[src/rtl/cpu_pkg.sv]
// Shared CPU front-end definitions: fetch FSM state type and default widths/constants.
// Latency: n/a (declarations only).
// Backpressure: n/a.
package cpu_pkg;

    localparam int ADDR_W_DEF = 32;
    localparam int DATA_W_DEF = 32;

    // Instruction presented to decode while nothing valid is buffered.
    localparam logic [31:0] NOP_INSTR_DEF = 32'h0000_0000;

    // IDLE : nothing outstanding
    // REQ  : request outstanding, result wanted
    // DRAIN: request outstanding, result killed by a flush
    typedef enum logic [1:0] {
        ST_IDLE  = 2'd0,
        ST_REQ   = 2'd1,
        ST_DRAIN = 2'd2
    } fetch_state_t;

endpackage

[src/rtl/fetch_buffer.sv]
// Two-entry {pc, instr} FIFO between fetch and decode, with push, pop and clear.
// Latency: a pushed entry is visible at the head one cycle after the push edge.
// Backpressure: caller must not push when full; clear has priority over push/pop.
// Ports: clk_i/rst_i; clear_i, push_i (+push_pc_i/push_dat_i), pop_i in;
//        count_o, head_pc_o, head_dat_o, valid_o out (all registered).
module fetch_buffer
    import cpu_pkg::*;
#(
    parameter int                ADDR_W    = ADDR_W_DEF,
    parameter int                DATA_W    = DATA_W_DEF,
    parameter logic [DATA_W-1:0] NOP_INSTR = DATA_W'(NOP_INSTR_DEF)
) (
    input  logic              clk_i,
    input  logic              rst_i,
    input  logic              clear_i,
    input  logic              push_i,
    input  logic [ADDR_W-1:0] push_pc_i,
    input  logic [DATA_W-1:0] push_dat_i,
    input  logic              pop_i,
    output logic [1:0]        count_o,
    output logic [ADDR_W-1:0] head_pc_o,
    output logic [DATA_W-1:0] head_dat_o,
    output logic              valid_o
);

    logic [1:0]        count_q;
    logic [ADDR_W-1:0] head_pc_q, tail_pc_q;
    logic [DATA_W-1:0] head_dat_q, tail_dat_q;
    logic              do_pop;

    assign do_pop = pop_i && (count_q != 2'd0);

    // Head slot is always the oldest entry, so the outputs come straight from
    // registers. An empty head is parked at {0, NOP}.
    always_ff @(posedge clk_i or posedge rst_i) begin
        if (rst_i) begin
            count_q    <= 2'd0;
            head_pc_q  <= '0;
            head_dat_q <= NOP_INSTR;
            tail_pc_q  <= '0;
            tail_dat_q <= NOP_INSTR;
        end else if (clear_i) begin
            count_q    <= 2'd0;
            head_pc_q  <= '0;
            head_dat_q <= NOP_INSTR;
        end else begin
            case ({push_i, do_pop})
                2'b10: begin
                    if (count_q == 2'd0) begin
                        head_pc_q  <= push_pc_i;
                        head_dat_q <= push_dat_i;
                    end else begin
                        tail_pc_q  <= push_pc_i;
                        tail_dat_q <= push_dat_i;
                    end
                    count_q <= count_q + 2'd1;
                end
                2'b01: begin
                    if (count_q == 2'd2) begin
                        head_pc_q  <= tail_pc_q;
                        head_dat_q <= tail_dat_q;
                    end else begin
                        head_pc_q  <= '0;
                        head_dat_q <= NOP_INSTR;
                    end
                    count_q <= count_q - 2'd1;
                end
                2'b11: begin
                    // Simultaneous push/pop: count unchanged, queue shifts.
                    if (count_q == 2'd2) begin
                        head_pc_q  <= tail_pc_q;
                        head_dat_q <= tail_dat_q;
                        tail_pc_q  <= push_pc_i;
                        tail_dat_q <= push_dat_i;
                    end else begin
                        head_pc_q  <= push_pc_i;
                        head_dat_q <= push_dat_i;
                    end
                end
                default: ;
            endcase
        end
    end

    assign count_o    = count_q;
    assign head_pc_o  = head_pc_q;
    assign head_dat_o = head_dat_q;
    assign valid_o    = (count_q != 2'd0);

endmodule

[src/rtl/instr_fetch.sv]
// Instruction fetch: req/ack handshake with variable-latency imem, 2-entry buffer to decode, flush kill.
// Latency: zero-wait memory gives valid one cycle after the request cycle; k waits add k cycles.
// Backpressure: stall_i holds the buffer; new requests stop while the buffer holds 2 entries.
// Ports: clk_i/rst_i; start_i, pc_i, flush_i, stall_i, imem_ack_i, imem_data_i in;
//        pc_write_o, imem_req_o, imem_addr_o (combinational), instr_o, instr_pc_o, instr_valid_o (registered).
module instr_fetch
    import cpu_pkg::*;
#(
    parameter int                ADDR_W    = ADDR_W_DEF,
    parameter int                DATA_W    = DATA_W_DEF,
    parameter logic [DATA_W-1:0] NOP_INSTR = DATA_W'(NOP_INSTR_DEF)
) (
    input  logic              clk_i,
    input  logic              rst_i,
    input  logic              start_i,
    input  logic [ADDR_W-1:0] pc_i,
    output logic              pc_write_o,
    input  logic              flush_i,
    input  logic              stall_i,
    output logic              imem_req_o,
    output logic [ADDR_W-1:0] imem_addr_o,
    input  logic              imem_ack_i,
    input  logic [DATA_W-1:0] imem_data_i,
    output logic [DATA_W-1:0] instr_o,
    output logic [ADDR_W-1:0] instr_pc_o,
    output logic              instr_valid_o
);

    fetch_state_t      state_q;
    logic [ADDR_W-1:0] addr_q;
    logic [1:0]        buf_count;
    logic              buf_valid;
    logic              issue;
    logic              ack_keep;
    logic              pop;

    // rst_i gates the combinational outputs so a mid-request reset drops
    // imem_req_o immediately even while start_i is still high.
    assign issue = !rst_i && (state_q == ST_IDLE) && start_i && !flush_i
                   && (buf_count < 2'd2);

    assign imem_req_o  = issue || (state_q != ST_IDLE);
    assign imem_addr_o = issue ? pc_i : addr_q;

    // An ack is kept only if its request was not killed earlier (DRAIN)
    // and is not being killed right now (flush_i).
    assign ack_keep   = !rst_i && imem_ack_i && (state_q != ST_DRAIN) && !flush_i;
    assign pc_write_o = ack_keep || (!rst_i && flush_i);

    assign pop = buf_valid && !stall_i && !flush_i;

    always_ff @(posedge clk_i or posedge rst_i) begin
        if (rst_i) begin
            state_q <= ST_IDLE;
            addr_q  <= '0;
        end else begin
            case (state_q)
                ST_IDLE: begin
                    if (issue) begin
                        addr_q <= pc_i;
                        if (!imem_ack_i) state_q <= ST_REQ;
                    end
                end
                ST_REQ: begin
                    if (imem_ack_i)   state_q <= ST_IDLE;
                    else if (flush_i) state_q <= ST_DRAIN;
                end
                ST_DRAIN: begin
                    if (imem_ack_i) state_q <= ST_IDLE;
                end
                default: state_q <= ST_IDLE;
            endcase
        end
    end

    fetch_buffer #(
        .ADDR_W    (ADDR_W),
        .DATA_W    (DATA_W),
        .NOP_INSTR (NOP_INSTR)
    ) u_fetch_buffer (
        .clk_i      (clk_i),
        .rst_i      (rst_i),
        .clear_i    (flush_i),
        .push_i     (ack_keep),
        .push_pc_i  (imem_addr_o),
        .push_dat_i (imem_data_i),
        .pop_i      (pop),
        .count_o    (buf_count),
        .head_pc_o  (instr_pc_o),
        .head_dat_o (instr_o),
        .valid_o    (buf_valid)
    );

    assign instr_valid_o = buf_valid;

endmodule

[config.mk]
export PLATFORM = sky130hd
export DESIGN_NAME = instr_fetch
export DESIGN_NICKNAME = d
export VERILOG_FILES = /design/src/rtl/cpu_pkg.sv /design/src/rtl/fetch_buffer.sv /design/src/rtl/instr_fetch.sv
export SDC_FILE = /design/constraint.sdc
export NUM_CORES = 1
export LEC_CHECK = 0
export CORE_MARGIN = 2
export CORE_UTILIZATION = 54
export CTS_CLUSTER_DIAMETER = 60
export DETAILED_ROUTE_END_ITERATION = 12
export HOLD_SLACK_MARGIN = 0.03
export PLACE_DENSITY = 0.85
export SLEW_MARGIN = 40
export SYNTH_ARGS = -nofsm -noshare
export SYNTH_HDL_FRONTEND = slang
export SYNTH_SLANG_ARGS = --single-unit
[constraint.sdc]
create_clock -name clk_i -period 10.2 [get_ports clk_i]
set_input_delay 1.02 -clock clk_i [delete_from_list [all_inputs] [get_ports clk_i]]
set_output_delay 1.02 -clock clk_i [all_outputs]
set_load 0.03 [all_outputs]
==> out/results.tsv <==
stage	metric	value	unit
run_status	outcome	complete, no violations	
synthesis	yosysTopAreaCell	dfrtp_1	
timing	relSlewSlack	46.4	%
timing	rsz0062_at_grt	no	
worst_setup_path	path_common_cell	clkdlybuf4s50_1	
clock_tree	clkSinkCount	164	
clock_tree	cts_tree	done	
worst_setup_path	critPathMaxStageDelay	0.75	ns
worst_setup_path	rrSetupSlack	7.06	ns
min_path	hp-class	register to register	
global_routing	grt_max_degree	110	
timing	drv_slew	0	
synthesis	synth_area_per_cell	13.1	um2
synthesis	synthMostInstantiatedCell	dfrtp_1	
worst_setup_path	crit_type	input port to primary output	
layout	nNetsFinal	786	
clock_tree	cts_root_buf	clkbuf_16	
worst_setup_path	crit_path_max_fanout	66	
worst_setup_path	crit_path_end_kind	primary output	
worst_setup_path	crit_family	buffers and inverters	
route	route.detailed.drc	0	
place	place_congestion	0.808	
timing	period_share	45.6	%
timing	max_freq	215	MHz
synthesis	synthesis.area	7390	um2
layout	final_core_util	72.9	%
synthesis	syn-num-nets	636	
layout	layout-drive-gt1-share	19.7	%
timing	clock_skew	0.00712	ns
synthesis	synth_area_leaders	dfrtp_1 56%, mux2_2 10%, a221o_1 8.7%	
floorplan	die_w	121	um
synthesis	ys.warnings.count	0	
synthesis	async_reset_ff_share	100	%
synthesis	ys.flop_type	dfrtp_1	
global_routing	overflow	0	
worst_setup_path	path_buf_inv	3	
place	place_hpwl	11400	um
floorplan	dieHeight	121	um
clock_tree	cts_max_path_buffers	2	
synthesis	synthCells	566	
layout	regArea	4100	um2
synthesis	synth-seq-area-share	55.5	%
floorplan	core_area	13300	um2
min_path	min_path_cells	1	
clock_tree	clkTransAtPathRegs	0.06	ns
global_routing	grt.total_usage	25.0	%
layout	syn_to_final_growth	31.0	%
timing	worst_pin_slew	0.803	ns
route	vias_per_cell	5.81	
synthesis	ys_ff_latch	164	
worst_setup_path	reg2reg_to	u_fetch_buffer.tail_dat_q[0]$_DFFE_PP0P_	
worst_setup_path	critPathSlowestCell	clkdlybuf4s50_1	
worst_setup_path	worstPathRequired	9.18	ns
power	ir_drop	0.0000972	V
min_path	min_to	u_fetch_buffer.tail_dat_q[31]$_DFFE_PP0P_	
timing	setup_viol	0	
power	power_density	187	nW/um2
floorplan	num_rows	42	
route	first_iter_violations	387	
worst_setup_path	reg2reg_depth	5	
route	drt_wl_total	17400	um
synthesis	synth_top_area_share	55.5	%
job	maxCapViolations	0	
timing	fin_crit	4.65	ns
route	firstDrtPassIters	4	
synthesis	ys_top_cells_by_count	164 x dfrtp_1, 68 x mux2_2, 65 x o21ai_0	
power	p_total	1810	uW
route	vias	5242	
route	wl_per_cell	19.3	um
global_routing	grt_pass1_vias	5463	
place	port_buffers	168	
layout	multiInputGateArea	3030	um2
clock_tree	htreeDepth	4	
timing	setup_tns	0	ns
clock_tree	cts_resized	0	
power	power_leakage	0.00437	uW
route	drtAntennaViolNets	0	
global_routing	grt_pass1_wl	28200	um
clock_tree	clk_latency	0.43	ns
clock_tree	postCtsHoldBufs	0	
min_path	min_from	u_fetch_buffer.tail_dat_q[31]$_DFFE_PP0P_	
synthesis	synth_edf_count	0	
timing	final-hold-violation-count	0	
floorplan	die_area	14600	um2
clock_tree	post_cts_buffers	0	
floorplan	start_util	55.6	%
worst_setup_path	critical_path.cell_chain	clkdlybuf4s50_1 > nor2_2 > nand2_2 > buf_4 > mux2_2 > clkdlybuf4s50_1	
global_routing	antenna_found_initial	1	
timing	hold_slack	0.498	ns
worst_setup_path	worst_r2r_startpoint	u_fetch_buffer.count_o[0]$_DFFE_PP0P_	
worst_setup_path	worst_setup_path_start_kind	input port	
clock_tree	cts_made_buffers	17	
layout	n_fill_cell	879	
floorplan	ios	169	
synthesis	synth_cell_types	34	
worst_setup_path	crit_arrival	3.63	ns
-- routing by layer --
metal / global-route usage [%] / part of all wire [%]
met5: 0 / 0
met1: 33.6 / 44
met3: 8.04 / 8.6
met4: 10.5 / 1.9
met2: 37.4 / 46
-- cell families (layout without fill, tap and decap cells) --
kind of cell              Yosys count  count (layout)  share of synthesized area [%]
and+or+nand+nor                    85              85                           6.06
muxes                             128             128                           20.4
AOI/OAI and AO/OA                 138             138                           14.0
xor gates and xnor gates            1               1                          0.119
other                               0               1                              0
buffers and inverters              50             210                           3.96
DFF                               164             164                           55.5
-- power by group --
part / total [uW] / internal, uW / switching [uW]
Combinational: 413 / 204 / 209
Sequential: 795 / 740 / 55.1
Clock: 606 / 367 / 239
Total: 1810 / 1310 / 503
-- worst max-delay path by stage --
stage,from,to,cells past startpoint
3_3_place_gp,flush_i,u_fetch_buffer.tail_dat_q[7]$_DFFE_PP0P_,6
2_1_floorplan,rst_i,addr_q[0]$_DFFE_PP0N_,1
5_1_grt,flush_i,imem_addr_o[19],6
6_report,flush_i,imem_addr_o[22],6
3_5_place_dp,flush_i,imem_addr_o[9],6
4_1_cts,flush_i,imem_addr_o[16],6
-- layout make-up --
type	instances	area share [%]
diodes	1	0.0258
clock buffers	23	4.83
clock inverters	6	0.827
inverters	2	0.155
multi-input cells	352	31.3
flip-flops and latches	164	42.4
well taps	176	2.27
repair buffers	179	18.2
-- stage by stage --
step,cell area (um2),setup WS (ns),std cells
2_1_floorplan,7390,4.75,566
3_3_place_gp,9130,5.54,872
3_5_place_dp,9140,5.56,873
4_1_cts,9680,5.55,902
5_1_grt,9680,5.42,902
6_report,9690,5.55,903
-- registers in the layout, indices dropped and copies added (netlist names) --
signal                     count
addr_q                        32
state_q                        2
u_fetch_buffer.count_o         2
u_fetch_buffer.head_dat_o     32
u_fetch_buffer.head_pc_o      32
u_fetch_buffer.tail_dat_q     32
u_fetch_buffer.tail_pc_q      32
-- cell usage in the layout (no fill, tap or decap), types with 3 or more instances in the layout --
cell	n
a21oi_1	3
dfrtp_1	164
mux2_4	28
and2_1	32
clkinv_2	4
clkdlybuf4s50_1	168
a221o_1	64
clkbuf_1	4
mux2i_1	32
mux2_2	68
clkbuf_16	17
o21ai_0	65
nor2_1	37
buf_4	11
-- worst reg2reg max path: cells and delay by family (launching register included) --
kind                   cells  cell delay (ns)
buffers and inverters      1             0.56
flip-flops                 1             0.52
multiplexers               1             0.36
AND/OR/NAND/NOR            3             1.59
Note: power is estimated with default switching activity, not from simulation.
==> patch 1 (same flow settings) <==
Change the package constant `DATA_W_DEF` from 32 to 16.
--- a/src/rtl/cpu_pkg.sv
+++ b/src/rtl/cpu_pkg.sv
@@ -4,7 +4,7 @@
 package cpu_pkg;
 
     localparam int ADDR_W_DEF = 32;
-    localparam int DATA_W_DEF = 32;
+    localparam int DATA_W_DEF = 16;
 
     // Instruction presented to decode while nothing valid is buffered.
     localparam logic [31:0] NOP_INSTR_DEF = 32'h0000_0000;
Ports: changed (resized imem_data_i and instr_o); port bits go from 169 to 137. No check against the original RTL was run, so the function may have changed too.
==> patch 1 against the original RTL <==
Count of clock-buffer cells in the layout decreased by 4. Wire length decreased by 22%. Hold slack got worse by 6.7 ps. Sequential share of layout area decreased by 0.39 points. Power decreased by 2.4%. Design area decreased by 19%. Area after synthesis decreased by 22%. Setup slack got worse by 200 ps. Sequential cell count decreased by 32. Clock power increased by 2%. Largest power group unchanged. Highest routed layer unchanged.
==> patch 1: results (changes against the original RTL) <==
Parameter                              Value

Outcome
  Result of the run ... finished, final reports clean

STA
  Slew @ Worst Pin ... 799 ps (-4.54 ps)
  Maximum clock skew at final layout ... 8.59 ps (+1.47 ps)
  Hold WS ... 491 ps (-6.75 ps)
  Maximum clock frequency ... 206 MHz (-4.2%)

Power and ir drop
  Share of power burned in combinational logic ... 24.6% (+1.9 points)
  Total net switching power ... 0.499 mW (-0.82%)
  Logic power comb ... 0.435 mW (+5.3%)
  Leak pwr ... 3.83 nW (-12%)
  Worst ir drop on vdd ... 132 uV (+35%)

Routing
  Starting DRC count in detailed routing ... 281 (-27%)
  Post-DR wirelength/cell ... 19.8 um (+2.8%)
  Via count ... 3935 (-25%)
  Final wirelength ... 13.5 mm (-22%)

Finish
  FILL cells ... 651 (-26%)
  Fraction of layout instances using a drive strength above 1 ... 28.4% (+8.7 points)
  Antenna diode instance count ... 0 (-1)
  Nets@finish ... 586 (-25%)

Placed design
  Placed cells ... 649 (-26%)
  Number of buffers added on ports ... 136 (-19%)
  Final weighted congestion of routability-driven global placement ... 0.749 (-7.4%)
  Post-place setup slack ... 5360 ps (-206 ps)
  Placed standard-cell area ... 7260 um^2 (-21%)

Clocking
  Clock latency at the later pin of the worst-skew pair ... 510 ps (+80 ps)
  Buffer cell driving the clock tree root ... clkbuf_8

Global routing
  First-pass GRT wire length ... 21.8 mm (-23%)
  Number of antenna violations at the first check in global routing ... 0 (-1)
  Via count of the first global-routing pass ... 4297 (-21%)
  Overall Global Routing Usage ... 24.6% (-0.40 points)
  Maximum number of pins on one net before global-route repair ... 88 (-20%)

Worst setup path
  Max Fanout on Critical Path ... 60 (-9.1%)
  End of the worst register-to-register path ... u_fetch_buffer.head_pc_o[25]
  Arrival time of the worst setup path ... 3830 ps (+200 ps)

Yosys
  Cell types occupying the most area after synthesis ... dfrtp_1 (57%), mux2_2 (17%), a22o_1 (4.8%), a21o_1 (4.2%), mux2_4 (4.2%)
  Post-synthesis sequential area ratio ... 57.1% (+1.6 points)
  Count of unique library cells instantiated by Yosys ... 36 (+5.9%)
  Total nets after synthesis ... 452 (-29%)
  Top cells by instance count after synthesis ... dfrtp_1 (132), mux2_2 (89), a21o_1 (32), a22o_1 (32), inv_1 (18)
  Average cell area after synthesis ... 14.5 um^2 (+11%)

Worst hold path
  Startpoint of the tightest hold check path ... u_fetch_buffer.head_dat_o[7]
  Min-Delay Path Depth ... 2 (+1)
-- patch 1: cell count changes after synthesis, moves of 7 or more --
cell      change
inv_1        +16
clkbuf_1     -17
a22o_1       +32
mux2_2       +21
nor2_1       -33
a21o_1       +31
dfrtp_1      -32
a221o_1      -64
and2_1       -31
mux2i_1      -32
a222oi_1     +16
mux2_4       -12
o21ai_0      -65
mux2_1        +7
-- patch 1: logic make-up after synthesis --
kind of cell | synth area share [%]
muxes | 22.8
DFF | 57.1
buffers and inverters | 4.37
and+or+nand+nor | 2.25
AOI/OAI and AO/OA | 13.2
xor gates and xnor gates | 0.303
-- patch 1: layout make-up --
type	count	area, um^2	share of cell area, %
sequential	132	3300	42.0
clock buffer	19	422	5.36
tap	136	170	2.16
timing repair buffer	144	1460	18.5
multi-input combinational	219	2270	28.8
clock inverter	13	181	2.31
inverter	18	70.1	0.890
-- patch 1: routing by layer --
layer	GRT usage, %	wire [um]
met4	8.70	250
met3	7.69	898
met5	0	0
met2	42.7	7030
met1	28.6	5300
==> patch 2 (config.mk and constraints unchanged) <==
Without the edit above. The 3 states of `fetch_state_t` get a one-hot encoding in 3 bits.
--- a/src/rtl/cpu_pkg.sv
+++ b/src/rtl/cpu_pkg.sv
@@ -12,10 +12,10 @@
     // IDLE : nothing outstanding
     // REQ  : request outstanding, result wanted
     // DRAIN: request outstanding, result killed by a flush
-    typedef enum logic [1:0] {
-        ST_IDLE  = 2'd0,
-        ST_REQ   = 2'd1,
-        ST_DRAIN = 2'd2
+    typedef enum logic [2:0] {
+        ST_IDLE  = 3'b001,
+        ST_REQ   = 3'b010,
+        ST_DRAIN = 3'b100
     } fetch_state_t;
 
 endpackage
Formal check against the unedited RTL: same outputs for any inputs over 4 cycles, from zero or initial values and one cycle with rst_i high; so few cycles prove little.
==> patch 2 against the original RTL <==
Sequential share of layout area is 0.77 points higher. Setup slack worse by 70 ps. Critical path type unchanged. Core utilization grew 0.31 points. Critical path depth unchanged. Fmax is 1.5% lower. Wire length shrank 4.4%. Sequential cell count is 1 higher. Area after synthesis is 2.9% lower. Design area decreased by 1.2%. Clock skew increased by 0.51 ps. Power up 2.0%. Via count shrank 8.5%. Global-route usage is 0.32 points lower. First-iteration DRC count is 17% lower.
==> patch 2: results (changes against the original RTL) <==
Parameter                              Value

Outcome
  Result of the run ... finished, final reports clean

Power and ir drop
  Switching power share of the total ... 28.3% (+0.54 points)
  Leak pwr ... 4.10 nW (-6.2%)
  Share of power burned in combinational logic ... 21.8% (-0.9 points)
  Clock group share of total power ... 34.9% (+1.5 points)
  Worst ir drop on vdd ... 139 uV (+43%)
  Internal portion of total power ... 1.33 mW (+1.3%)

Worst setup path
  RR Startpoint ... u_fetch_buffer.count_o[1]
  Worst path max stage delay ... 870 ps (+120 ps)
  Max Fanout on Critical Path ... 64 (-3.0%)
  Arrival time of the worst setup path ... 3700 ps (+70 ps)
  Reg-to-reg slack, setup ... 7450 ps (+390 ps)
  Setup crit end ... imem_addr_o[9]
  End of the worst register-to-register path ... u_fetch_buffer.head_dat_o[3]

Placed design
  Post-place setup slack ... 5330 ps (-231 ps)
  Final weighted congestion of routability-driven global placement ... 0.810 (+0.17%)
  Number of buffers added on ports ... 168 (unchanged)
  Placed standard-cell area ... 8970 um^2 (-1.8%)
  Detailed-placement wirelength estimate ... 10.5 mm (-8.1%)
  Placed cells ... 817 (-6.4%)

Routing
  Routed vias/inst ... 5.65 (-2.6%)
  Final wirelength ... 16.6 mm (-4.4%)
  Starting DRC count in detailed routing ... 321 (-17%)

STA
  Setup TNS ... 0 ps (unchanged)
  Hold WS ... 490 ps (-7.52 ps)
  Worst rel slew slack ... 46.1% (-0.29 points)
  Final Cycle Share ... 46.3% (+0.69 points)
  Maximum clock skew at final layout ... 7.63 ps (+0.509 ps)

Yosys
  Cell types occupying the most area after synthesis ... dfrtp_1 (57%), mux2_2 (19%), a221o_1 (4.6%), mux2i_1 (4.6%), o2bb2ai_1 (3.9%)
  FFs w/ async S/R, synth ... 100% (unchanged)
  Compound-cell area share of the yosys netlist ... 9.59% (-4.4 points)
  Share of synthesized area spent on multiplexers ... 24.7% (+4.3 points)
  Total nets after synthesis ... 567 (-11%)
  Post-synthesis sequential area ratio ... 57.6% (+2.1 points)
  Count of unique library cells instantiated by Yosys ... 35 (+2.9%)
  Top cells by instance count after synthesis ... dfrtp_1 (164), mux2_2 (124), a221o_1 (33), mux2i_1 (33)
  XOR/XNOR share of the synthesized area ... 0.122% (+0.0036 points)
  Number of instances in the synthesized netlist ... 497 (-12%)

Global routing
  Overall Global Routing Usage ... 24.7% (-0.32 points)
  Maximum number of pins on one net before global-route repair ... 93 (-15%)
  Number of antenna violations at the first check in global routing ... 0 (-1)
  First-pass GRT wire length ... 27.3 mm (-3.2%)
  Via count of the first global-routing pass ... 5147 (-5.8%)

Clocking
  TritonCTS Buffers ... 17 (unchanged)

Finish
  FILL cells ... 849 (-3.4%)
  Fraction of layout instances using a drive strength above 1 ... 25.9% (+6.2 points)
  Fin cells ... 849 (-6.0%)
  Antenna diode instance count ... 0 (-1)
  Layout Area Growth over Synthesis ... 33.4%
  Nets@finish ... 730 (-7.1%)

Worst hold path
  Startpoint of the tightest hold check path ... u_fetch_buffer.head_dat_o[20]
  Endpoint of the worst hold-timing path ... u_fetch_buffer.head_dat_o[20]
-- patch 2: changes by cell type in the layout (fill, tap and decap cells not counted), sizes merged, moves of 3 or more --
cell,delta
o2bb2ai,+32
buf,-3
mux2,+32
a221o,-31
nor3,+3
inv,+5
clkbuf,-4
nor2,-32
o21ai,-62
-- patch 2: layer usage --
layer / GRT usage (%) / vias up / wire (um)
li1: - / 2180 / -
met1: 31.6 / 2469 / 7010
met5: 0 / - / 0
met3: 5.46 / 32 / 703
met2: 40.1 / 118 / 8410
met4: 11.5 / 0 / 506
-- patch 2: area by class of cell --
type / count / share of cell area [%]
multi-input combinational: 296 / 29.8
timing repair buffer: 176 / 18.3
clock buffer: 19 / 4.73
inverter: 4 / 0.235
clock inverter: 13 / 1.53
sequential: 165 / 43.1
tap: 176 / 2.30
-- patch 2: worst register-to-register path, cell delays in order (launching register included) --
cell       delay, ps
dfrtp_1          460
or3b_2           530
nor2_4           610
buf_4            620
mux2i_1          300
o2bb2ai_1         90
